## src/rtl/regarb_pkg.sv

```systemverilog
// Shared types and round-robin helper for the RegFile write-port arbiter.
// Optional conflict counter in the top is enabled by REGARB_CONFLICT_CNT_EN.
package regarb_pkg;

    localparam int W_DEF      = 8;
    localparam int A_DEF      = 2;
    localparam int NREQ_MAX   = 4;
    localparam int NREQ_IDX_W = $clog2(NREQ_MAX);

    typedef struct packed {
        logic [A_DEF-1:0] addr;
        logic [W_DEF-1:0] data;
        logic             upp_or_low;
    } wr_req_t;

    // One-hot grant: first full slot at or after ptr, wrapping modulo nreq.
    function automatic logic [NREQ_MAX-1:0] rr_pick(
        input logic [NREQ_MAX-1:0] full,
        input int unsigned         ptr,
        input int unsigned         nreq
    );
        logic [NREQ_MAX-1:0] grant;
        logic                found;
        int unsigned         idx;
        grant = '0;
        found = 1'b0;
        for (int unsigned k = 0; k < NREQ_MAX; k++) begin
            idx = ptr + k;
            if (idx >= nreq) idx = idx - nreq;
            if (k < nreq && !found && full[idx[NREQ_IDX_W-1:0]]) begin
                grant[idx[NREQ_IDX_W-1:0]] = 1'b1;
                found                      = 1'b1;
            end
        end
        return grant;
    endfunction

endpackage

```

## src/rtl/regfile_write_arbiter_if.sv

```systemverilog
// Requester-side handshake bundle: master = writeback sources, slave = arbiter.
interface regfile_write_arbiter_if
    import regarb_pkg::*;
#(
    parameter int NREQ = 2,
    parameter int A    = A_DEF,
    parameter int W    = W_DEF
);

    logic [NREQ-1:0]        ReqValid;
    logic [NREQ-1:0]        ReqReady;
    logic [NREQ-1:0][A-1:0] ReqAddr;
    logic [NREQ-1:0][W-1:0] ReqData;
    logic [NREQ-1:0]        ReqUppOrLow;

    modport master (
        output ReqValid, ReqAddr, ReqData, ReqUppOrLow,
        input  ReqReady
    );

    modport slave (
        input  ReqValid, ReqAddr, ReqData, ReqUppOrLow,
        output ReqReady
    );

endinterface

```

## src/rtl/regfile_write_arbiter_rr_arbiter.sv

```systemverilog
// NREQ-wide round-robin arbiter with its own rotating priority pointer.
// Pointer moves to one past the granted index; holds when nothing is granted.
module rr_arbiter
    import regarb_pkg::*;
#(
    parameter int NREQ = 2
) (
    input  logic            clk,
    input  logic            rst_n,
    input  logic [NREQ-1:0] full,
    output logic [NREQ-1:0] grant
);

    localparam int PTR_W = (NREQ > 1) ? $clog2(NREQ) : 1;

    logic [PTR_W-1:0]    ptr_q;
    logic [PTR_W-1:0]    ptr_d;
    logic [NREQ_MAX-1:0] pick;

    always_comb begin
        pick  = rr_pick(NREQ_MAX'(full), 32'(ptr_q), NREQ);
        grant = pick[NREQ-1:0];
    end

    if (NREQ < NREQ_MAX) begin : g_pad
        logic unused_pick;
        assign unused_pick = |pick[NREQ_MAX-1:NREQ];
    end

    // NOTE: assign the default before the loop so every path drives ptr_d and no latch is inferred.
    always_comb begin
        ptr_d = ptr_q;
        for (int i = 0; i < NREQ; i++) begin
            if (grant[i]) ptr_d = (i == NREQ - 1) ? '0 : PTR_W'(i + 1);
        end
    end

    // NOTE: sequential state uses <= so every register samples pre-edge values.
    always_ff @(posedge clk) begin
        if (!rst_n) ptr_q <= '0;
        else        ptr_q <= ptr_d;
    end

endmodule

```

## src/rtl/regfile_write_arbiter.sv

```systemverilog
// Shares the single RegFile write port between NREQ one-entry holding slots.
// Define REGARB_CONFLICT_CNT_EN to add the saturating ConflictCnt output.
module regfile_write_arbiter
    import regarb_pkg::*;
#(
    parameter int W    = W_DEF,
    parameter int A    = A_DEF,
    parameter int NREQ = 2
) (
    input  logic                    Clk,
    input  logic                    Reset,
    regfile_write_arbiter_if.slave  req,
    output logic                    WriteEn,
    output logic [A-1:0]            Waddr,
    output logic [W-1:0]            DataIn,
    output logic                    UppOrLow,
    output logic                    Idle
`ifdef REGARB_CONFLICT_CNT_EN
    ,
    output logic [15:0]             ConflictCnt
`endif
);

    typedef struct packed {
        logic [A-1:0] addr;
        logic [W-1:0] data;
        logic         upp_or_low;
    } slot_t;

    logic [NREQ-1:0] slot_full;
    logic [NREQ-1:0] grant;
    logic [NREQ-1:0] ready;
    logic [NREQ-1:0] take;
    slot_t           slot_q [NREQ];
    slot_t           sel;

    rr_arbiter #(.NREQ(NREQ)) u_arb (
        .clk   (Clk),
        .rst_n (Reset),
        .full  (slot_full),
        .grant (grant)
    );

    // A slot being drained this edge can accept its next entry on the same edge.
    assign ready         = ~slot_full | grant;
    assign take          = req.ReqValid & ready;
    assign req.ReqReady  = ready;

    always_ff @(posedge Clk) begin
        if (!Reset) slot_full <= '0;
        else        slot_full <= take | (slot_full & ~grant);
    end

    // NOTE: payload storage is not reset; slot_full alone says whether it is meaningful.
    always_ff @(posedge Clk) begin
        for (int i = 0; i < NREQ; i++) begin
            if (take[i]) begin
                slot_q[i] <= '{addr:       req.ReqAddr[i],
                               data:       req.ReqData[i],
                               upp_or_low: req.ReqUppOrLow[i]};
            end
        end
    end

    always_comb begin
        sel = '0;
        for (int i = 0; i < NREQ; i++) begin
            if (grant[i]) sel = slot_q[i];
        end
    end

    always_ff @(posedge Clk) begin
        if (!Reset) begin
            WriteEn  <= 1'b0;
            Waddr    <= '0;
            DataIn   <= '0;
            UppOrLow <= 1'b0;
        end else begin
            WriteEn <= |grant;
            if (|grant) begin
                Waddr    <= sel.addr;
                DataIn   <= sel.data;
                UppOrLow <= sel.upp_or_low;
            end
        end
    end

    assign Idle = ~|slot_full & ~WriteEn;

`ifdef REGARB_CONFLICT_CNT_EN
    logic [15:0] conflict_cnt;
    logic        conflict;

    // More than one bit set: clearing the lowest set bit leaves something behind.
    assign conflict = |(slot_full & (slot_full - NREQ'(1)));

    always_ff @(posedge Clk) begin
        if (!Reset)                                conflict_cnt <= '0;
        else if (conflict && conflict_cnt != 16'hFFFF) conflict_cnt <= conflict_cnt + 16'd1;
    end

    assign ConflictCnt = conflict_cnt;
`endif

endmodule

```

## src/flat_wrapper.sv

```systemverilog
// flat-port wrapper written by rule: the top's interface ports become plain ports
module regfile_write_arbiter_flat import regarb_pkg::*;
#(
    parameter int W    = W_DEF,
    parameter int A    = A_DEF,
    parameter int NREQ = 2
)
  (Clk, Reset, WriteEn, Waddr, DataIn, UppOrLow, Idle, req_ReqValid, req_ReqAddr, req_ReqData, req_ReqUppOrLow, req_ReqReady);
  regfile_write_arbiter_if #(.NREQ(NREQ), .A(A), .W(W)) req_i ();
  input  logic Clk;
  input  logic Reset;
  output logic WriteEn;
  output logic [A-1:0] Waddr;
  output logic [W-1:0] DataIn;
  output logic UppOrLow;
  output logic Idle;
  input wire logic [$bits(req_i.ReqValid)-1:0] req_ReqValid;
  input wire logic [$bits(req_i.ReqAddr)-1:0] req_ReqAddr;
  input wire logic [$bits(req_i.ReqData)-1:0] req_ReqData;
  input wire logic [$bits(req_i.ReqUppOrLow)-1:0] req_ReqUppOrLow;
  output wire logic [$bits(req_i.ReqReady)-1:0] req_ReqReady;
  assign req_i.ReqValid = req_ReqValid;
  assign req_i.ReqAddr = req_ReqAddr;
  assign req_i.ReqData = req_ReqData;
  assign req_i.ReqUppOrLow = req_ReqUppOrLow;
  assign req_ReqReady = req_i.ReqReady;
  regfile_write_arbiter #(.W(W), .A(A), .NREQ(NREQ)) u_core (.Clk(Clk), .Reset(Reset), .req(req_i), .WriteEn(WriteEn), .Waddr(Waddr), .DataIn(DataIn), .UppOrLow(UppOrLow), .Idle(Idle));
endmodule
```

## config.mk

```make
export PLATFORM = sky130hd
export DESIGN_NAME = regfile_write_arbiter_flat
export DESIGN_NICKNAME = d
export VERILOG_FILES = /design/src/rtl/regarb_pkg.sv /design/src/rtl/regfile_write_arbiter_if.sv /design/src/rtl/regfile_write_arbiter_rr_arbiter.sv /design/src/rtl/regfile_write_arbiter.sv /design/src/flat_wrapper.sv
export SDC_FILE = /design/constraint.sdc
export NUM_CORES = 1
export LEC_CHECK = 0
export ABC_AREA = 1
export BUFFER_PORTS_ARGS = -buffer_cell sky130_fd_sc_hd__buf_4
export CAP_MARGIN = 20
export CORE_UTILIZATION = 30
export CTS_BUF_LIST = sky130_fd_sc_hd__clkbuf_16
export DETAILED_ROUTE_END_ITERATION = 10
export MAX_ROUTING_LAYER = met4
export SETUP_SLACK_MARGIN = 0.3
export SYNTH_ARGS = -nofsm -noshare
export SYNTH_HDL_FRONTEND = slang
export SYNTH_SLANG_ARGS = --single-unit
```

## constraint.sdc

```tcl
create_clock -name Clk -period 1.8 [get_ports Clk]
set_clock_uncertainty 0.2 [all_clocks]
set_input_delay 0.18 -clock Clk [delete_from_list [all_inputs] [get_ports Clk]]
set_output_delay 0.18 -clock Clk [all_outputs]
set_load 0.1 [all_outputs]
```

==> impl_results.md, run 1 <==
- Row cnt: 24
- Peak supply drop: between 0.6 and 0.7 mV
- Sink Count: 37
- Syn Inst Count: 121
- Final WL: ~2.9 mm
- F_max: about 0.68 GHz
- WS Path Type: flop to output pin
- Outcome: finished clean
- Tmin final: ~1.5 ns
- Global-route usage over all layers: roughly an eighth
- Max-cap viol count: 0
- Fillcell total: 361
- CP required: 1.42 ns
- Netlist cell types: 15
- Area delta synth->final: 65.0%
- TritonCTS clock tree: built
- Die H: just under 70 µm
- Iter 0 DRT Violations: 22
- Syn avg cell area: between 10 and 15 µm²
- Crit-path max FO: 4
- Final ANT Viol Nets: 0
- Worst-path clk slew: 0.05 ns
- Layout cells sized above 1: 35.4%
- Commonest non-fill, non-tap cell in the layout: buf_4
- Clock root buffer: clkbuf_16
- Setup violators final: 0
- 1st-pass router iterations: 4
- Hold crit path type: flop to flop
- Vias in the first global route: approximately 1.0k
- Post-synth top area cell: edfxtp_1
- Relative slew slack: 81.4%
- Synth warn: 0
- Final Hold Fails: 0
- Routability cong.: a little over 0.7
- Final Max Slew Viols: 0
- DR vias: a little over 1k
- Design Power: about 2.3 mW
- Pin count of the biggest net entering global routing: 12
- Nets: roughly 220
- First-pass GRT wire length: around 4.7 mm
- Register area share after synthesis: between 70% and 80%
- CP startpoint kind: flop
- Core Footprint: 4350 µm²
- Synth Cell Area: around 1400 µm²
- Initial Utilization: a little under a third
- Crit path DAT: about 1.1 ns
- Syn Nets: about 150
- Final Cycle Share: between 80% and 90%
- RSZ-0062 raised after global routing: true
- DIE AREA: between 4000 and 5000 µm²
- Gr ovfl total: 0
- Clock Path Buffers: 2
- Antenna cells: 0
- Drt drc: 0
- Initial antenna violation count: 0
- Chip width: around 70 µm
- Worst Setup End Kind: output pin
- I/O pin total: a little over 40
- Commonest non-fill, non-tap cells in the layout: buf_4, dlygate4sd3_1, edfxtp_1
- Slew @ Worst Pin: 0.281 ns
- Wire length per cell: between 10 and 15 µm
- H-tree depth: 2
- Placed instance area: between 1500 and 2000 µm²
- Leak: 0.971 nW
- Pwr dens: ~1000 nW/µm²
- Number of buffers created by CTS: 5
- Cell area after layout: roughly 2200 µm²
- Clock Latency Late Sink: approximately 0.27 ns
- Top cells by area, synth: edfxtp_1, dfxtp_1, nor2_1, inv_1, nand3_1
- Port buffer count: 40
- Vias per cell: around 4.1
- Synth top area share: around half
- Detailed Place HPWL: between 1.5 and 2 mm
- Post-synthesis register bit count: 37
- Setup TNS: 0 ns
-- worst max-delay path, cell delays in order, from the launching register on --
cell	delay, ns
dfxtp_4	0.36
nor2_4	0.15
inv_4	0.05
nor2_4	0.09
buf_12	0.18
-- flip-flops by register name, summed over array words and instances, names as in the netlist --
signal,count
u_core.DataIn,8
u_core.u_arb.ptr_q,1
u_core.WriteEn,1
u_core.slot_q,22
u_core.Waddr,2
u_core.UppOrLow,1
u_core.slot_full,2
-- synth_stat cells (all sizes together) --
cell type / n
nor2: 19
nand2: 12
buf: 3
dfxtp: 15
o21ai: 15
nand3b: 4
a21oi: 5
inv: 18
edfxtp: 22
nand3: 8
-- stage by stage --
step	setup WS, ns	cells	hold slack (ns)	utilization [%]
2_1_floorplan	0.301	121	0.0789	-
3_3_place_gp	0.318	212	0.158	40.5
3_5_place_dp	0.287	212	0.159	40.5
4_1_cts	0.286	250	0.280	51.2
5_1_grt	0.263	250	0.305	51.4
6_report	0.319	250	0.276	51.4
-- logic make-up after synthesis --
| kind of cell | count (synthesis) | share of synthesized area, % |
|---|---|---|
| flip-flops | 37 | 70.8 |
| AND/OR/NAND/NOR | 43 | 14.9 |
| AO/OA/AOI/OAI | 20 | 7.38 |
| buffers and inverters | 21 | 6.92 |
-- final timing paths --
check | startpoint | cells after the start | slack (ns) | endpoint
max | u_core.slot_full[1] | 4 | 0.32 | Idle
min | u_core.slot_q[0][7] | 2 | 0.28 | u_core.DataIn[6]
max reg2reg | u_core.slot_full[1] | 5 | 0.41 | u_core.slot_q[0][3]
min reg2reg | u_core.slot_q[0][7] | 2 | 0.28 | u_core.DataIn[6]
-- repair_timing --
action	in CTS	in global routing
hold buffers	25	0
setup buffers	5	0
resized for setup	12	3
endpoints found under the hold margin	28	0
setup endpoints to repair	14	3
pin swaps	3	0
-- routing by layer --
layer	up-vias	global-route usage, %	share of wire [%]	routed length [µm]
li1	549	-	-	-
met1	453	14.6	42	1220
met2	25	21.6	52	1490
met3	5	3.34	3.7	106
met4	0	6.80	1.9	55
met5	-	-	0	0
-- power by group --
group | total [mW] | internal (mW) | switching [mW]
clock | 0.778 | 0.496 | 0.282
combinational | 0.549 | 0.183 | 0.367
sequential | 1.00 | 0.971 | 0.0325
total | 2.33 | 1.65 | 0.681
-- final cells by class --
| cell class | count | area, µm² | share of cell area (%) |
|---|---|---|---|
| clock buffer | 5 | 125 | 5.59 |
| inverter | 18 | 72.6 | 3.24 |
| tap | 52 | 65.1 | 2.91 |
| clock inverter | 3 | 11.3 | 0.503 |
| timing repair buffer | 72 | 641 | 28.6 |
| sequential | 37 | 975 | 43.5 |
| multi-input combinational | 63 | 349 | 15.6 |
Power figures use the tool's default switching activity.
==> run 2: changes to the inputs <==
==> constraint.sdc (replaced) <==
create_clock -name Clk -period 1.55 [get_ports Clk]
set_clock_uncertainty 0.2 [all_clocks]
set_input_delay 0.155 -clock Clk [delete_from_list [all_inputs] [get_ports Clk]]
set_output_delay 0.155 -clock Clk [all_outputs]
set_load 0.1 [all_outputs]
==> run 2 against run 1 <==
  * Sequential share of layout area shrank 3.9 points
  * First-iteration DRC count increased by 100%
  * Global-route usage grew 2.3 points
  * Clock power grew 20%
  * Core utilization grew 5.8 points
  * Combinational power grew 34%
  * Non-clock buffer count up 6
==> impl_results.md, run 2 (synthesis results as in run 1) <==
- Vias per cell: 4.40 (+6.5%)
- Initial antenna violation count: 0 (unchanged)
- Pin count of the biggest net entering global routing: 12 (unchanged)
- I/O pin total: 41 (unchanged)
- Setup violators final: 0 (unchanged)
- First-pass GRT wire length: 5.32 mm (+14%)
- 1st-pass router iterations: 4 (unchanged)
- Die H: 69.2 µm (unchanged)
- Tmin final: roughly 1.5 ns
- Largest stage delay, worst path: 0.39 ns (+0.03 ns)
- Number of buffers created by CTS: 5 (unchanged)
- Area delta synth->final: 83.7%
- Wire length per cell: 13.0 µm (+13%)
- RSZ-0062 raised after global routing: true
- Vias in the first global route: 1141 (+9.5%)
- CP required: 1.19 ns (-0.23 ns)
- Worst Setup End Kind: output pin
- Crit-path max FO: 6 (+2)
- DIE AREA: 4790 µm² (unchanged)
- Peak supply drop: 0.594 mV (-4.1%)
- Worst Hold Margin: 0.0314 ns (-0.245 ns)
- Layout cells sized above 1: 48.5% (+13 points)
- Drt drc: 0 (unchanged)
- Clock Path Buffers: 2 (unchanged)
- Outcome: finished clean
- Iter 0 DRT Violations: 45 (+100%)
- Final WL: 3.35 mm (+17%)
- Final Hold Fails: 0 (unchanged)
- Crit path DAT: 1.13 ns (+0.03 ns)
- Chip width: 69.2 µm (unchanged)
- Layout Utilization: 57.2% (+5.8 points)
- CP max-delay cell: dfxtp_4
- Commonest non-fill, non-tap cell in the layout: buf_4
- Pwr dens: 1150 nW/µm² (+10%)
- Most used cell, CP: nor2_4
- Worst-path clk slew: 0.05 ns (about the same)
- Setup TNS: 0 ns (unchanged)
- Max-cap viol count: 0 (unchanged)
- Hold crit path type: input port to flop
- Antenna cells: 0 (unchanged)
- Commonest non-fill, non-tap cells in the layout: buf_4, dlygate4sd3_1, edfxtp_1
- CP Cell Sequence: nor2_4 -> inv_4 -> nor2_4 -> buf_12
- Row cnt: 24 (unchanged)
- Core Footprint: 4350 µm² (unchanged)
- Global-route usage over all layers: 15.4% (+2.3 points)
- Initial Utilization: 31.1% (unchanged)
- Largest regs: u_core.slot_q x22, u_core.DataIn x8
- Leak: 1.06 nW (+9.5%)
- Max FFs per register: 22 (unchanged)
- Routability cong.: 0.767 (+6.4%)
- Final ANT Viol Nets: 0 (unchanged)
- H-tree depth: 2 (unchanged)
- Largest reg by FF count: u_core.slot_q
- Clock root buffer: clkbuf_16
- TritonCTS clock tree: built
- F_max: about 0.67 GHz
- DR vias: 1134 (+9.9%)
- Sink Count: 37 (unchanged)
- Nets: 231 (+3.6%)
- Clock Latency Late Sink: 0.28 ns (about the same)
- Relative slew slack: 77.2% (-4.2 points)
- WS Path Type: flop to output pin
- Gr ovfl total: 0 (unchanged)
- Port buffer count: 40 (unchanged)
- Final Max Slew Viols: 0 (unchanged)
- Detailed Place HPWL: 2.04 mm (+4.3%)
- Final Cycle Share: between 90% and 100%
- Slew @ Worst Pin: 0.340 ns (+0.0595 ns)
- CP startpoint kind: flop
-- run 2: cell types whose count changed in the layout (fill, tap and decap cells not counted), moves of 2 or more --
cell	delta
nand2_1	-2
nand2_2	-3
dfxtp_1	-8
buf_6	+16
dfxtp_2	+7
nand2_8	+3
nand2_4	+2
inv_8	+3
buf_4	-11
o21ai_2	+10
o21ai_1	-3
inv_1	-2
o21ai_0	-7
-- run 2: path summary, 6_finish.rpt --
| kind | from | cells past startpoint | slack [ns] | to |
|---|---|---|---|---|
| worst max-delay path | u_core.slot_full[0] | 4 | 0.06 | Idle |
| worst max register to register | u_core.slot_full[1] | 6 | 0.18 | u_core.slot_q[0][1] |
| worst min register to register | u_core.slot_q[0][5] | 2 | 0.29 | u_core.DataIn[4] |
| worst min-delay path | Reset | 3 | 0.03 | u_core.u_arb.ptr_q |
-- run 2: report_power, final --
| part | internal, mW | switching, mW | leakage (nW) | total, mW |
|---|---|---|---|---|
| Combinational | 0.272 | 0.463 | 0.646 | 0.735 |
| Sequential | 1.13 | 0.0548 | 0.341 | 1.19 |
| Clock | 0.580 | 0.357 | 0.0762 | 0.937 |
-- run 2: routing by layer --
metal / vias to the layer above / wire length (µm) / GRT usage (%)
met3: 8 / 152 / 5.38
met5: - / 0 / -
met1: 516 / 1310 / 16.3
li1: 571 / - / -
met2: 39 / 1790 / 24.4
met4: 0 / 93 / 9.75
-- run 2: worst max-delay path: cells and delay by family, from the launching register on --
kind	cells	cell delay, ns
AND/OR/NAND/NOR	2	0.23
flip-flops	1	0.39
buffers and inverters	2	0.23
-- run 2: cell type report --
type / count / area [µm²]
Multi-Input combinational cell: 63 / 448
Clock buffer: 5 / 125
Clock inverter: 3 / 12.5
Timing Repair inverter: 2 / 20.0
Timing Repair Buffer: 78 / 748
Inverter: 18 / 85.1
Fill cell: 359 / 1860
Tap cell: 52 / 65.1
Sequential cell: 37 / 987
-- run 2: through the flow --
stage | cells | power [mW] | worst slack (ns) | cell area (µm²)
2_1_floorplan | 121 | 1.61 | 0.0781 | 1470
3_3_place_gp | 210 | 1.74 | 0.154 | 1810
3_5_place_dp | 210 | 1.75 | 0.135 | 1810
4_1_cts | 251 | 2.80 | 0.0808 | 2320
5_1_grt | 258 | 2.97 | 0.0358 | 2490
6_report | 258 | 2.86 | 0.0611 | 2490
-- run 2: what timing repair did --
action	CTS	global route
pin swaps	4	5
buffers inserted	7	5
hold buffers	25	2
setup endpoints to repair	29	42
resized for setup	17	36
hold endpoints to repair	32	6
gates cloned	1	1
